===== config.mk =====
export PLATFORM = sky130hd
export DESIGN_NAME = inv_mix_columns_seq
export DESIGN_NICKNAME = d
export VERILOG_FILES = /design/src/rtl/aes_pkg.sv /design/src/rtl/inv_calculate_column.sv /design/src/rtl/inv_mix_columns_seq.sv
export SDC_FILE = /design/constraint.sdc
export NUM_CORES = 1
export LEC_CHECK = 0
export ABC_AREA = 1
export BUFFER_PORTS_ARGS = -buffer_cell sky130_fd_sc_hd__buf_2
export CORE_ASPECT_RATIO = 0.8
export CORE_MARGIN = 2
export CORE_UTILIZATION = 60
export DETAILED_ROUTE_END_ITERATION = 6
export PLACE_DENSITY = 0.88
export SLEW_MARGIN = 20
export SYNTH_ARGS = -nofsm -noshare
export SYNTH_HDL_FRONTEND = slang
export SYNTH_SLANG_ARGS = --single-unit

===== constraint.sdc =====
create_clock -name pi_clk -period 5.52 [get_ports pi_clk]
set_input_delay 1.104 -clock pi_clk [delete_from_list [all_inputs] [get_ports pi_clk]]
set_output_delay 1.104 -clock pi_clk [all_outputs]
set_load 0.05 [all_outputs]

===== src/rtl/aes_pkg.sv =====
// Shared AES constants, the inverse-column FSM state type and GF(2^8) helpers.
// Used by inv_mix_columns_seq (optional feature macro: INV_MIX_BYPASS_EN).
package aes_pkg;

    localparam int AES_STATE_W = 128;
    localparam int AES_BYTE_W  = 8;
    localparam int AES_COL_W   = 32;

    localparam logic [7:0] AES_POLY   = 8'h1B;
    localparam logic [7:0] INV_MIX_C0 = 8'h0E;
    localparam logic [7:0] INV_MIX_C1 = 8'h0B;
    localparam logic [7:0] INV_MIX_C2 = 8'h0D;
    localparam logic [7:0] INV_MIX_C3 = 8'h09;

    typedef enum logic [0:0] {
        ST_IDLE = 1'b0,
        ST_CALC = 1'b1
    } inv_mix_state_t;

    function automatic logic [7:0] xtime(input logic [7:0] b);
        return {b[6:0], 1'b0} ^ (b[7] ? AES_POLY : 8'h00);
    endfunction

    // Multiply by one of the four inverse-matrix coefficients using chained xtime.
    function automatic logic [7:0] gf_mul_inv_coef(input logic [7:0] b, input logic [7:0] coef);
        logic [7:0] x2;
        logic [7:0] x4;
        logic [7:0] x8;
        logic [7:0] res;
        x2 = xtime(b);
        x4 = xtime(x2);
        x8 = xtime(x4);
        case (coef)
            INV_MIX_C0: res = x8 ^ x4 ^ x2;
            INV_MIX_C1: res = x8 ^ x2 ^ b;
            INV_MIX_C2: res = x8 ^ x4 ^ b;
            INV_MIX_C3: res = x8 ^ b;
            default:    res = 8'h00;
        endcase
        return res;
    endfunction

    // Column c of a row-major state, row 0 in the top byte.
    function automatic logic [AES_COL_W-1:0] get_column(input logic [AES_STATE_W-1:0] st,
                                                         input logic [1:0]             c);
        logic [AES_COL_W-1:0] col_v;
        col_v = 32'h0000_0000;
        for (int r = 0; r < 4; r++) begin
            col_v[31-8*r -: 8] = st[127-32*r-8*int'(c) -: 8];
        end
        return col_v;
    endfunction

    function automatic logic [AES_STATE_W-1:0] set_column(input logic [AES_STATE_W-1:0] st,
                                                           input logic [1:0]             c,
                                                           input logic [AES_COL_W-1:0]   col_v);
        logic [AES_STATE_W-1:0] res;
        res = st;
        for (int r = 0; r < 4; r++) begin
            res[127-32*r-8*int'(c) -: 8] = col_v[31-8*r -: 8];
        end
        return res;
    endfunction

endpackage


===== src/rtl/inv_calculate_column.sv =====
// Combinational InvMixColumns for one 32-bit column (row 0 in bits [31:24]).
module inv_calculate_column
    import aes_pkg::*;
(
    input  logic [AES_COL_W-1:0] pi_col,
    output logic [AES_COL_W-1:0] po_col
);

    logic [AES_BYTE_W-1:0] a_s [4];
    logic [AES_BYTE_W-1:0] b_s [4];

    // Split the column and apply the circulant {0E,0B,0D,09} row by row.
    always_comb begin
        for (int r = 0; r < 4; r++) begin
            a_s[r] = pi_col[31-8*r -: 8];
        end
        for (int r = 0; r < 4; r++) begin
            b_s[r] = gf_mul_inv_coef(a_s[r],         INV_MIX_C0)
                   ^ gf_mul_inv_coef(a_s[(r+1) % 4], INV_MIX_C1)
                   ^ gf_mul_inv_coef(a_s[(r+2) % 4], INV_MIX_C2)
                   ^ gf_mul_inv_coef(a_s[(r+3) % 4], INV_MIX_C3);
        end
        po_col = {b_s[0], b_s[1], b_s[2], b_s[3]};
    end

endmodule


===== src/rtl/inv_mix_columns_seq.sv =====
// Iterative AES InvMixColumns, one column per clock, enable/done handshake.
// Optional pass-through for the final round when INV_MIX_BYPASS_EN is defined.
module inv_mix_columns_seq
    import aes_pkg::*;
(
    input  logic                   pi_clk,
    input  logic                   pi_rst,
    input  logic                   pi_enable,
    input  logic [AES_STATE_W-1:0] pi_in,
`ifdef INV_MIX_BYPASS_EN
    input  logic                   pi_bypass,
`endif
    output logic                   po_busy,
    output logic                   po_done,
    output logic [AES_STATE_W-1:0] po_out
);

    inv_mix_state_t         state_q, state_d;
    logic [1:0]             col_q, col_d;
    logic [AES_STATE_W-1:0] work_q, work_d;
    logic [AES_STATE_W-1:0] out_q, out_d;
    logic                   done_q, done_d;
    logic                   busy_q, busy_d;
    logic [AES_COL_W-1:0]   col_in_s;
    logic [AES_COL_W-1:0]   col_calc_s;
    logic [AES_COL_W-1:0]   col_res_s;

    // Single shared column unit, fed with the column selected by col_q.
    inv_calculate_column u_col (
        .pi_col (col_in_s),
        .po_col (col_calc_s)
    );

    assign col_in_s = get_column(work_q, col_q);

`ifdef INV_MIX_BYPASS_EN
    logic bypass_q, bypass_d;

    // Bypass flag is latched alongside the state at capture.
    always_comb begin
        if (state_q == ST_IDLE && pi_enable) begin
            bypass_d = pi_bypass;
        end else begin
            bypass_d = bypass_q;
        end
    end

    // Bypass register.
    always_ff @(posedge pi_clk) begin
        if (pi_rst) begin
            bypass_q <= 1'b0;
        end else begin
            bypass_q <= bypass_d;
        end
    end

    // Bypassed operations write each column back unchanged.
    always_comb begin
        if (bypass_q) begin
            col_res_s = col_in_s;
        end else begin
            col_res_s = col_calc_s;
        end
    end
`else
    // Column result always comes from the InvMixColumns unit.
    always_comb begin
        col_res_s = col_calc_s;
    end
`endif

    // Next-state and datapath updates for the IDLE/CALC sequencer.
    always_comb begin
        state_d = state_q;
        col_d   = col_q;
        work_d  = work_q;
        out_d   = out_q;
        done_d  = 1'b0;
        case (state_q)
            ST_IDLE: begin
                if (pi_enable) begin
                    work_d  = pi_in;
                    col_d   = 2'd0;
                    state_d = ST_CALC;
                end else begin
                    state_d = ST_IDLE;
                end
            end
            ST_CALC: begin
                work_d = set_column(work_q, col_q, col_res_s);
                col_d  = col_q + 2'd1;
                // Last column: publish the fully transformed state.
                if (col_q == 2'd3) begin
                    out_d   = work_d;
                    done_d  = 1'b1;
                    state_d = ST_IDLE;
                end else begin
                    state_d = ST_CALC;
                end
            end
            default: begin
                state_d = ST_IDLE;
            end
        endcase
        busy_d = (state_d == ST_CALC);
    end

    // State, counter, working and output registers.
    always_ff @(posedge pi_clk) begin
        if (pi_rst) begin
            state_q <= ST_IDLE;
            col_q   <= 2'd0;
            work_q  <= '0;
            out_q   <= '0;
            done_q  <= 1'b0;
            busy_q  <= 1'b0;
        end else begin
            state_q <= state_d;
            col_q   <= col_d;
            work_q  <= work_d;
            out_q   <= out_d;
            done_q  <= done_d;
            busy_q  <= busy_d;
        end
    end

    assign po_busy = busy_q;
    assign po_done = done_q;
    assign po_out  = out_q;

endmodule


Yosys cells after proc, flatten, opt, wreduce, memory -nomap -nowiden
Cells that the tools add are included.
{"block": "classes", "n_shift": 12, "muxes": 24, "addsub": 9, "bitwise_logic": 49, "n_eq_ne": 2, "reduce_logical": 2}
{"cell": "$shift A8 B33 Y135 const A", "n": 4}
{"cell": "$shiftx A8 B33 Y135", "n": 4}
{"cell": "$bwmux W128", "n": 4}
{"cell": "$xor A8 B8 Y8", "n": 47}
{"cell": "$shiftx A135 B8 Y8", "n": 2}
{"cell": "$pmux W128 S2", "n": 1}
{"cell": "$shiftx A135 B6 Y8", "n": 1}
{"cell": "$shiftx A135 B7 Y8", "n": 1}
{"cell": "$mux W128", "n": 1}
{"cell": "$neg A8 Y33", "n": 2}
{"cell": "$mux W5", "n": 12}
{"cell": "$neg A6 Y33", "n": 1}
{"cell": "$neg A7 Y33", "n": 1}
{"cell": "$sub A7 B5 Y8 const A", "n": 2}
{"cell": "$xor A8 B5 Y8", "n": 1}
{"cell": "$sub A6 B5 Y7 const A", "n": 1}
{"cell": "$sub A5 B5 Y6 const A", "n": 1}
{"cell": "$pmux W2 S2", "n": 1}
{"cell": "$mux W1", "n": 3}
{"cell": "$add A2 B1 Y2 const B", "n": 1}
{"cell": "$eq A2 B2 Y1 const B", "n": 1}
{"cell": "$mux W2", "n": 1}
{"cell": "$ne A2 B2 Y1 const B", "n": 1}
{"cell": "$pmux W1 S2", "n": 1}
{"cell": "3 further kinds", "n": 3}
{"block": "word_totals", "word_cells": 103, "ff_bits": 260}

Depth between registers and ports, before layout
{"block": "depth", "ltp_word": 19, "ltp_mapped": 24, "ltp_nobuf": 21}

Hierarchy
A second synthesis with hierarchy kept.
{"block": "hier_totals", "hier_cells": 2872, "hier_area_um2": 17501.8}
{"mod": "inv_mix_columns_seq", "n_inst": 1, "cells_each": 2246, "area_each_um2": 13890.8, "seq_area_each_um2": 5205.0}
{"mod": "inv_calculate_column", "n_inst": 1, "cells_each": 626, "area_each_um2": 3611.0, "seq_area_each_um2": 0.0}

Worst setup path before layout
Ideal clock, no wire load.
{"block": "synth_timing", "kind": "reg2reg", "startpoint": "reg col_q[0]", "endpoint": "reg work_q[89]", "arrival_time_ns": 2.730, "path_stages_with_launch": 15, "required_time_ns": 5.455, "setup_slack_ns": 2.724, "period_less_slack_ns": 2.796, "n_path_buf": 6, "cell_sequence": "dfxtp_1 > buf_6 > inv_4 > buf_8 > buf_6 > clkbuf_1 > buf_1 > ha_1 > clkinv_1 > nor2_1 > clkbuf_1 > nand4_1 > o21ai_0 > a21oi_1 > nor2_1"}
{"block": "synth_via", "elab_chain_len": 17}
{"element": "from (decl)", "line": "inv_mix_columns_seq.sv:19", "text": "logic [1:0] col_q, col_d;"}
{"element": "from (signal assigned)", "line": "inv_mix_columns_seq.sv:119", "text": "col_q <= col_d;"}
{"element": "$sub A7 B5 Y8", "line": "aes_pkg.sv:49, aes_pkg.sv:60"}
{"element": "$shiftx A135 B8 Y8", "line": "aes_pkg.sv:49", "text": "col_v[31-8*r -: 8] = st[127-32*r-8*int'(c) -: 8];"}
{"element": "$xor A8 B8 Y8 / $mux W5 (equally long branches) (2 in series)", "line": "aes_pkg.sv:21", "text": "return {b[6:0], 1'b0} ^ (b[7] ? AES_POLY : 8'h00);"}
{"element": "$mux W5 / $xor A8 B8 Y8 (equally long branches)", "line": "aes_pkg.sv:21"}
{"element": "$xor A8 B8 Y8", "line": "aes_pkg.sv:21"}
{"element": "$xor A8 B8 Y8 (on tied branches)", "line": "aes_pkg.sv:34, aes_pkg.sv:36, aes_pkg.sv:35"}
{"element": "$xor A8 B8 Y8 (on tied branches)", "line": "aes_pkg.sv:34, aes_pkg.sv:35"}
{"element": "$xor A8 B8 Y8", "line": "inv_calculate_column.sv:19", "text": "^ gf_mul_inv_coef(a_s[(r+1) % 4], INV_MIX_C1)"}
{"element": "$xor A8 B8 Y8", "line": "inv_calculate_column.sv:20", "text": "^ gf_mul_inv_coef(a_s[(r+2) % 4], INV_MIX_C2)"}
{"element": "$xor A8 B8 Y8", "line": "inv_calculate_column.sv:21", "text": "^ gf_mul_inv_coef(a_s[(r+3) % 4], INV_MIX_C3);"}
{"element": "$shiftx A8 B33 Y135", "line": "aes_pkg.sv:60", "text": "res[127-32*r-8*int'(c) -: 8] = col_v[31-8*r -: 8];"}
{"element": "$bwmux W128 (3 in series)", "line": "aes_pkg.sv:60"}
{"element": "$bwmux W128 (*)", "line": "aes_pkg.sv:60"}
{"element": "$pmux W128 S2 (*)", "line": "inv_mix_columns_seq.sv:79", "text": "case (state_q)"}
{"element": "to (signal assigned)", "line": "inv_mix_columns_seq.sv:120", "text": "work_q <= work_d;"}
{"element": "to (decl)", "line": "inv_mix_columns_seq.sv:20", "text": "logic [AES_STATE_W-1:0] work_q, work_d;"}
Mark *: on every way between the ends. The rest lies on a longest branch, timed or not.
A chain may end at the register's enable or synchronous reset.

Worst setup path in the final report
{"block": "layout_timing", "startpoint": "reg col_q[0]", "endpoint": "reg work_q[73]"}
Same word-level chain as after synthesis.

==> impl_metrics.csv <==
group,metric,value,unit
synth,synth_fp_nets,3024,
timing,max_freq,242.6,MHz
hold_path,min-delay-start,"po_out[122]$_SDFFE_PP0P_",
clock_network,cts_buffers,26,
synth,syn_inst,2889,
clock_network,cts_root_buf,"clkbuf_16",
pwr,ir_worst_vdd,0.3402,mV
drt,dr_total_vias,20563,
drt,ant_nets,0,
pwr,power_density,498.3,nW/um2
drt,vias_per_cell,5.997,
global_route,grt_pass1_wl,106200,um
drt,wl,69010,um
synth,yosys_register_bits,260,
clock_network,clk_path_buf_depth,3,
clock_network,cts.sinks,260,
synth,synthMuxAreaShare,0,%
timing,rsz0062_at_grt,"false",
clock_network,cts.clk_slew.worst_paths,0.07,ns
timing,timing.final.crit_share,74.67,%
synth,yosysSeqAreaShare,30.06,%
setup_path,crit_fanout,67,
setup_path,r2r-end,"work_q[73]$_SDFFE_PP0P_",
clock_network,clk_latency,0.56,ns
status,outcome,"finished, violations left",
synth,synthAdderAreaFrac,0.2890,%
global_route,track_usage,44.31,%
timing,maxSlewHeadroom,17.57,%
synth,synth_flop_cell,"dfxtp_1",
drt,drcViolationCount,6,
timing,post-route-min-period,4.122,ns
timing,final_hold_viol_count,0,
synth,syn-cell-area,17320,um2
timing,slew_violations,0,
placed_design,io_buffers,260,
layout,drive_above_1_share,14.98,%
global_route,first_global_vias,19085,
global_route,antenna_found_initial,1,
setup_path,critPathKind,"flip-flop to flip-flop",
hold_path,min_path_cells,2,
clock_network,h-tree-depth,1,
die,coreArea,28350,um2
timing,setup-tns-final,0,ns
hold_path,hold_class,"flip-flop to flip-flop",
die,die_area,30240,um2
layout,nets,3175,
run,cap_violations,0,
clock_network,cts_tree,"done",
setup_path,cp.required,5.93,ns
global_route,grt_start_max_net_pins,129,
setup_path,start_kind,"flip-flop",
synth,synth-xor-area-share,6.865,%
synth,synth_top_family_by_area,"simple AND/OR/NAND/NOR gates",
hold_path,hold_path_end,"po_out[122]$_SDFFE_PP0P_",
setup_path,ff2ff_setup_slack,1.40,ns
synth,synth_cell_type_count,37,
clock_network,cts_resized,0,
global_route,grt_overflow,0,
pwr,p_leak,0.01021,uW
synth,synthSimpleGateAreaFrac,47.01,%
layout,syn2layout_area_growth,12.50,%
synth,synth_edf_count,0,
setup_path,worst_setup_path_end_kind,"flip-flop",
die,initial_core_util,61.07,%
drt,dr.first_iter.drc_count,2741,
timing,hold-worst-slack,0.4490,ns
drt,routedWlPerCell,20.13,um
timing,setup_violations,0,
die,pin_count,261,
layout,n_fill_cell,2367,
layout,final_common_cell,"nand2_1",
synth,synth-compound-area-share,7.342,%
layout,multiInputGateArea,10680,um2
synth,syn_area_per_cell,5.994,um2
drt,first_pass_iters,7,
die,die_h,155.9,um
timing,final.setup_skew,0.01529,ns
timing,tightest_slew,1.229,ns
die,die_w,193.9,um
synth,async_reset_ff_share,0,%
placed_design,dp_hpwl,49080,um
clock_network,cts_setup_buffers,0,
layout,regArea,5214,um2
die,row_count,55,
setup_path,cp.arrival,4.53,ns
setup_path,r2r_cells,15,
clock_network,hold_buffers,0,
setup_path,timing.rr.start,"col_q[0]$_SDFFE_PP0P_",
layout,final_cell_mix,"1318 x nand2_1, 355 x nand3_1, 258 x buf_2",
status,violations,"design-rule violations",
placed_design,gp_congestion,1.081,
synth,yosys_warnings,0,
-- worst max-delay path: stages (launching register included) --
cell and delay, ns:
dfxtp_4 0.70, inv_4 0.41, nand2_1 0.15, nand3_1 0.07
nand2_1 0.63, inv_1 0.32, nand2_1 0.17, nand2_1 0.08
nand2_1 0.06, nand2_1 0.10, xor2_1 0.45, nand3_1 0.25
nand4_1 0.15, o21ai_0 0.14, a21oi_1 0.17, nor2_1 0.06
-- cell type report --
class / instances / area share (%)
multi-input combinational: 2281 / 54.84
sequential: 260 / 26.76
timing repair buffer: 285 / 7.862
clock buffer: 38 / 3.989
inverter: 186 / 3.642
tap: 370 / 2.377
clock inverter: 8 / 0.5138
antenna: 1 / 0.01285
-- routing by layer --
layer,up-vias,part of all wire [%],global-route usage (%)
met5,-,0,0
met3,316,13,9.447
met4,0,5.1,19.62
met2,1598,43,70.09
li1,9427,-,-
met1,9222,39,58.63
-- kinds of logic (layout without fill, tap and decap cells) --
kind of cell / after synthesis / after routing
flops: 260 / 260
xor+xnor: 125 / 125
compound gates: 243 / 243
fa+ha+maj: 4 / 4
simple gates: 1909 / 1909
other cells: 0 / 1
buf+inv: 348 / 517
-- sequential cells by signal, indices dropped and copies added (netlist names) --
signal	flops
col_q	2
po_busy	1
po_done	1
po_out	128
work_q	128
-- stage by stage --
| step | instance area [um2] | total power (uW) | setup slack (ns) | util, % | instances |
|---|---|---|---|---|---|
| 4_1_cts | 19480 | 9475 | 1.525 | 68.70 | 3428 |
| 3_3_place_gp | 18600 | 7533 | 1.681 | 65.60 | 3382 |
| 2_1_floorplan | 17320 | 5932 | 2.724 | - | 2889 |
| 3_5_place_dp | 18600 | 7619 | 1.555 | 65.60 | 3382 |
| 6_report | 19480 | 9706 | 1.398 | 68.71 | 3429 |
| 5_1_grt | 19480 | 10200 | 1.149 | 68.71 | 3429 |
-- power by group --
group          total (uW)  leakage, uW  internal (uW)  switching (uW)
combinational        5740      0.00766           1570            4170
clock                1860     0.000430           1070             794
sequential           2100      0.00212           1990             114
-- how the worst max path moves through the flow --
stage                                from                      end  depth (start not counted)
finish              col_q[0]$_SDFFE_PP0P_  work_q[73]$_SDFFE_PP0P_                         15
global route        col_q[0]$_SDFFE_PP0P_   work_q[5]$_SDFFE_PP0P_                         18
CTS                 col_q[0]$_SDFFE_PP0P_  work_q[89]$_SDFFE_PP0P_                         15
detailed placement  col_q[0]$_SDFFE_PP0P_  work_q[73]$_SDFFE_PP0P_                         15
global placement    col_q[0]$_SDFFE_PP0P_  work_q[65]$_SDFFE_PP0P_                         15
floorplan           col_q[0]$_SDFFE_PP0P_  work_q[89]$_SDFFE_PP0P_                         14
-- cell usage after synthesis (22+ instances only) --
cell / number / share of area, %
clkbuf_1: 99 / 2.1
buf_2: 22 / 0.64
a21oi_1: 130 / 3.8
dfxtp_1: 260 / 30
xor2_1: 69 / 3.5
o21ai_0: 70 / 2.0
buf_1: 25 / 0.54
inv_1: 167 / 3.6
xnor2_1: 45 / 2.3
o21ai_1: 28 / 0.81
nand2_1: 1318 / 29
nand3_1: 355 / 10
nand2_2: 59 / 2.1
nand4_1: 48 / 1.7
nor2_1: 81 / 1.8
Note: power is estimated with default switching activity, not from simulation.
